**config.mk**
```make
export PLATFORM = sky130hd
export DESIGN_NAME = muldiv_iter
export DESIGN_NICKNAME = d
export VERILOG_FILES = /design/src/rtl/muldiv_iter.sv
export SDC_FILE = /design/constraint.sdc
export NUM_CORES = 1
export LEC_CHECK = 0
export CORE_ASPECT_RATIO = 0.9
export CORE_UTILIZATION = 35
export DETAILED_ROUTE_END_ITERATION = 10
export SLEW_MARGIN = 5
export SYNTH_ARGS = -nofsm -noshare
export SYNTH_HDL_FRONTEND = slang
export SYNTH_SLANG_ARGS = --single-unit
```
**constraint.sdc**
```tcl
create_clock -name clk -period 7.1 [get_ports clk]
set_input_delay 0.71 -clock clk [delete_from_list [all_inputs] [get_ports clk]]
set_output_delay 0.71 -clock clk [all_outputs]
set_load 0.02 [all_outputs]
```
**src/rtl/muldiv_iter.sv**
```systemverilog
// muldiv_iter: iterative multiply/divide unit for the EX stage.
// Handles MULT/MULTU/DIV/DIVU and computes one bit per cycle. It raises busy
// (a stall request) while an operation is in flight. It pulses done for one
// cycle, in the cycle where the {hi,lo} result is valid for the HILO write.
//
// Ports
//   clk     rising-edge clock
//   rst     synchronous reset, active-low
//   start   request an operation; only looked at in IDLE
//   op      00 MULT, 01 MULTU, 10 DIV, 11 DIVU
//   cancel  abort the in-flight operation (EX flush / exception)
//   a, b    rs / rt operands; sampled only when the operation is accepted
//   busy    stall request to the hazard unit (combinational)
//   done    one-cycle pulse: hi/lo hold the new result
//   hi, lo  product[2W-1:W] / product[W-1:0], or remainder / quotient
module muldiv_iter #(
   parameter int WIDTH = 32
) (
   input  logic             clk,
   input  logic             rst,
   input  logic             start,
   input  logic [1:0]       op,
   input  logic             cancel,
   input  logic [WIDTH-1:0] a,
   input  logic [WIDTH-1:0] b,
   output logic             busy,
   output logic             done,
   output logic [WIDTH-1:0] hi,
   output logic [WIDTH-1:0] lo
);

   localparam int CW = $clog2(WIDTH) + 1;

   typedef enum logic [1:0] {S_IDLE, S_CALC, S_SIGN, S_DONE} state_e;

   state_e             state_q, state_d;
   logic [CW-1:0]      cnt_q, cnt_d;
   // acc holds {partial product, multiplier} for mul and {remainder, dividend/quotient} for div
   logic [2*WIDTH-1:0] acc_q, acc_d;
   // dvs holds the multiplicand (mul) or the divisor (div)
   logic [WIDTH-1:0]   dvs_q, dvs_d;
   logic               div_q, div_d;
   logic               neg_q, neg_d;    // negate product / quotient
   logic               rneg_q, rneg_d;  // negate remainder (sign of dividend)
   logic [WIDTH-1:0]   hi_q, hi_d, lo_q, lo_d;

   logic               is_signed, is_div;
   logic [WIDTH-1:0]   a_abs, b_abs;

   // shift-add multiply step, LSB of the multiplier first
   logic [WIDTH:0]     msum;
   logic [2*WIDTH-1:0] mul_nxt;

   // restoring divide step
   logic [WIDTH:0]     rsh, diff;
   logic               qbit;
   logic [WIDTH-1:0]   rnew;
   logic [2*WIDTH-1:0] div_nxt;

   // sign fix-up
   logic [2*WIDTH-1:0] prod_fix;
   logic [WIDTH-1:0]   quo_fix, rem_fix;

   assign is_signed = ~op[0];
   assign is_div    = op[1];
   assign a_abs     = (is_signed && a[WIDTH-1]) ? -a : a;
   assign b_abs     = (is_signed && b[WIDTH-1]) ? -b : b;

   assign msum    = {1'b0, acc_q[2*WIDTH-1:WIDTH]}
                  + (acc_q[0] ? {1'b0, dvs_q} : {(WIDTH+1){1'b0}});
   assign mul_nxt = {msum, acc_q[WIDTH-1:1]};

   // The remainder stays below the divisor, so after the shift it fits in
   // W+1 bits. The new remainder always fits back in W bits.
   assign rsh     = {acc_q[2*WIDTH-1:WIDTH], acc_q[WIDTH-1]};
   assign diff    = rsh - {1'b0, dvs_q};
   assign qbit    = ~diff[WIDTH];
   assign rnew    = qbit ? diff[WIDTH-1:0] : rsh[WIDTH-1:0];
   assign div_nxt = {rnew, acc_q[WIDTH-2:0], qbit};

   // -2^(W-1) / -1 produces a quotient magnitude of 2^(W-1) with neg_q=0.
   // The bit pattern then lands in lo unchanged.
   assign prod_fix = neg_q  ? -acc_q : acc_q;
   assign quo_fix  = neg_q  ? -acc_q[WIDTH-1:0] : acc_q[WIDTH-1:0];
   assign rem_fix  = rneg_q ? -acc_q[2*WIDTH-1:WIDTH] : acc_q[2*WIDTH-1:WIDTH];

   always_comb begin
      state_d = state_q;
      cnt_d   = cnt_q;
      acc_d   = acc_q;
      dvs_d   = dvs_q;
      div_d   = div_q;
      neg_d   = neg_q;
      rneg_d  = rneg_q;
      hi_d    = hi_q;
      lo_d    = lo_q;

      case (state_q)
         S_IDLE: begin
            if (start && !cancel) begin
               cnt_d  = '0;
               div_d  = is_div;
               neg_d  = is_signed & (a[WIDTH-1] ^ b[WIDTH-1]);
               rneg_d = is_signed & a[WIDTH-1];
               if (is_div) begin
                  acc_d = {{WIDTH{1'b0}}, a_abs};
                  dvs_d = b_abs;
               end else begin
                  acc_d = {{WIDTH{1'b0}}, b_abs};
                  dvs_d = a_abs;
               end
               if (is_div && (b == '0)) begin
                  // divide by zero skips the iteration entirely
                  hi_d    = a;
                  lo_d    = '1;
                  state_d = S_DONE;
               end else begin
                  state_d = S_CALC;
               end
            end
         end
         S_CALC: begin
            acc_d = div_q ? div_nxt : mul_nxt;
            cnt_d = cnt_q + 1'b1;
            if (cnt_q == CW'(WIDTH - 1)) state_d = S_SIGN;
         end
         S_SIGN: begin
            if (div_q) begin
               hi_d = rem_fix;
               lo_d = quo_fix;
            end else begin
               hi_d = prod_fix[2*WIDTH-1:WIDTH];
               lo_d = prod_fix[WIDTH-1:0];
            end
            state_d = S_DONE;
         end
         S_DONE: state_d = S_IDLE;
         default: state_d = S_IDLE;
      endcase

      // An abort returns to IDLE and must not disturb a previously delivered result.
      if (cancel && (state_q != S_IDLE)) begin
         state_d = S_IDLE;
         hi_d    = hi_q;
         lo_d    = lo_q;
      end
   end

   always_ff @(posedge clk) begin
      if (!rst) begin
         state_q <= S_IDLE;
         cnt_q   <= '0;
         acc_q   <= '0;
         dvs_q   <= '0;
         div_q   <= 1'b0;
         neg_q   <= 1'b0;
         rneg_q  <= 1'b0;
         hi_q    <= '0;
         lo_q    <= '0;
      end else begin
         state_q <= state_d;
         cnt_q   <= cnt_d;
         acc_q   <= acc_d;
         dvs_q   <= dvs_d;
         div_q   <= div_d;
         neg_q   <= neg_d;
         rneg_q  <= rneg_d;
         hi_q    <= hi_d;
         lo_q    <= lo_d;
      end
   end

   // busy drops in the DONE cycle so that EX advances while done is high
   assign busy = ((state_q == S_IDLE) && start && !cancel)
               || (state_q == S_CALC) || (state_q == S_SIGN);
   assign done = (state_q == S_DONE) && !cancel;
   assign hi   = hi_q;
   assign lo   = lo_q;

endmodule

```
==> results.toml <==
[timing]
finalHoldViolCount = 0
rsz0062_at_grt = "no"
max_slew.worst_pin.slew_ps = 1130
setup_viol = 0
finalMaxSlewViolations = 0
max_freq_ghz = 0.216
period_needed_ps = 4640
finalSetupTns_ps = 0
clock_skew_ps = 13.8
slew_headroom_pct = 24.9
timing.hold.ws_ps = 451
fin_crit_sh_pct = 65.3

[final_layout]
drive_gt1_share_pct = 5.46
nets = 2129
final_core_util_pct = 41.3
final_cells = 2537
diodes = 0
finalInstanceArea_um2 = 16800
area_growth_pct = 16.6

[synth]
syn-num-nets = 2081
synth-xor-area-share_pct = 10.5
synth_top_flop_cell = "dfxtp_1"
yosys.area.top_type = "dfxtp_1"
netlist_instances = 1936
synthMuxAreaShare_pct = 5.79
synth-async-reset-ratio_pct = 0
synth_area_leaders = "dfxtp_1, a21oi_1, ha_1"
synth_top_family_by_area = "compound AO/OA/AOI/OAI gates"
synth.most_common_cell = "nor2_1"
synth_compound_area_share_pct = 28.6
ys_seq_area_share_pct = 23.8
syn_avg_cell_area_um2 = 7.44
syn_area_um2 = 14400
ys_types = 81
ys_ff_latch = 171
ys.warnings.count = 0
synth_edf_count = 0
synthSimpleGateAreaFrac_pct = 19.2
netlist_top_cells_count = "nor2_1, a21oi_1, dfxtp_1"
synth_top_area_share_pct = 23.8
yosys.area_share.adder_pct = 6.62

[pwr]
leakagePower_nw = 6.28
p_per_area_nw_per_um2 = 268
ir_drop_mv = 0.246

[setup_path]
crit_end = "lo[9]"
reg2reg_from = "acc_q[58]"
endpoint_kind = "flip-flop"
crit-reg2reg-capture = "acc_q[32]"
arrival_ps = 4980
r2r_slack_ps = 2750
critical_path_class = "input port to flip-flop"
worstSetupStartpointType = "input port"
r2r_cells = 10
startpoint = "b[15]"
cp.required_ps = 7440
crit_path_max_fanout = 60

[floorplan]
dieArea_um2 = 42000
ios = 136
fp.dieW_um = 216
start_util_pct = 35.4
die_h_um = 194
core_um2 = 40600
rows = 70

[global_route]
grt_usage_pct = 24.7
grt_pass1_wl_um = 80900
grt_pass1_vias = 13500
antenna_found_initial = 0
grt_max_degree = 85
grt.overflow.total = 0

[clock_network]
cts_made_buffers = 17
clk_pin_slew_ps = 70
cts_tree = "done"
post-cts-setup-buffer-count = 0
cts.sinks = 171
cts_hold_buf = 0
ctsResizeCount = 0
insertion_delay_ps = 450
clockBufferDepth = 2
root_buffer = "clkbuf_16"
h-tree-depth = 4

[routing]
wl_per_cell_um = 21.0
antenna_left = 0
remaining_drc_errors = 0
vias = 15000
via_per_inst = 5.93
drtIter0Drc = 1797
first_pass_iters = 6
totalWireLength_um = 53200

[placed_design]
place_hpwl_um = 41200
io_buffers = 135
gp_congestion = 0.955
placed_area_um2 = 16100
dp.cells = 2505

[run_status]
status = "finished clean"

[run]
cap_violations = 0

[min_path]
hold_class = "flip-flop to flip-flop"
logic make-up (layout without fill, tap and decap cells):
| logic type | count (synthesis) | count (layout) |
|---|---|---|
| AOI/OAI and AO/OA | 646 | 646 |
| DFF | 171 | 171 |
| and+or+nand+nor | 586 | 586 |
| buffers and inverters | 204 | 265 |
| muxes | 81 | 81 |
| adders and majority gates | 75 | 75 |
| xor gates and xnor gates | 173 | 173 |
area by class of cell:
cell class	instances	area [um^2]
clock buffers	19	453
clock inverters	13	213
fillers	4221	23800
inverters	76	285
multi-input cells	1561	10200
flip-flops and latches	171	3420
well taps	540	676
repair buffers	157	1520
flip-flops by register name, summed over array words and instances, names as in the netlist:
signal	cells
lo	32
cnt_q	6
div_q	1
rneg_q	1
neg_q	1
state_q	2
dvs_q	32
hi	32
acc_q	64
where the power goes:
part | switching, mW | total (mW) | internal, mW
clock | 0.436 | 1.08 | 0.646
sequential | 0.178 | 1.28 | 1.10
combinational | 1.36 | 2.14 | 0.786
total | 1.97 | 4.51 | 2.54
placed cells by master (no fill, tap or decap), types with 9 or more instances in the layout:
cell / Yosys / routed
nor2_1: 206 / 203
a21oi_1: 190 / 190
dfxtp_1: 171 / 170
o21ai_0: 160 / 160
nand2_1: 159 / 159
clkdlybuf4s50_1: 0 / 133
xnor2_1: 92 / 92
xor2_1: 81 / 81
inv_1: 75 / 74
ha_1: 73 / 71
mux2i_1: 63 / 63
a211oi_1: 50 / 50
nor3_1: 46 / 46
a21o_1: 35 / 35
a311oi_1: 31 / 31
o211ai_1: 29 / 29
nand3_1: 28 / 28
a31oi_1: 22 / 22
nand2b_1: 21 / 21
a22oi_1: 21 / 21
buf_4: 0 / 21
mux2_2: 18 / 18
o31ai_1: 17 / 17
clkbuf_16: 0 / 17
or3_1: 16 / 16
nor2b_1: 15 / 15
or4_1: 15 / 15
nor4_1: 14 / 14
nand4_1: 12 / 12
o21a_1: 11 / 11
and2_1: 9 / 9
how the worst min path moves through the flow:
stage          slack [ps]   endpoint  depth (start not counted)  startpoint
2_1_floorplan         430  dvs_q[17]                          2   dvs_q[17]
3_3_place_gp          440  dvs_q[10]                          2   dvs_q[10]
3_5_place_dp          450  dvs_q[11]                          2   dvs_q[11]
4_1_cts               460  dvs_q[11]                          2   dvs_q[11]
5_1_grt               470  dvs_q[20]                          2   dvs_q[20]
6_report              450  dvs_q[11]                          2   dvs_q[11]
critical path, cell delays in order:
cell and delay [ps]:
clkdlybuf4s50_1 450, or4_1 600, nor4_1 620, nand4_1 320, nor2b_1 530, nand4_1 250, a21oi_4 820, buf_12 330
nor2_1 70, a311oi_1 260
metal layers:
| layer | share of wire, % | GRT usage (%) | up-vias |
|---|---|---|---|
| met3 | 7.9 | 3.80 | 59 |
| met2 | 41 | 35.7 | 633 |
| li1 | - | - | 7131 |
| met5 | 0 | 0 | - |
| met4 | 2.2 | 6.93 | 0 |
| met1 | 49 | 37.1 | 7211 |
per-stage QoR:
| stage | setup slack, ps | power (mW) |
|---|---|---|
| global placement | 2270 | 3.37 |
| global route | 2280 | 4.73 |
| CTS | 2590 | 4.47 |
| detailed placement | 2110 | 3.39 |
| finish | 2460 | 4.51 |
| floorplan | 3510 | 2.73 |
Note: power is estimated with default switching activity, not from simulation.
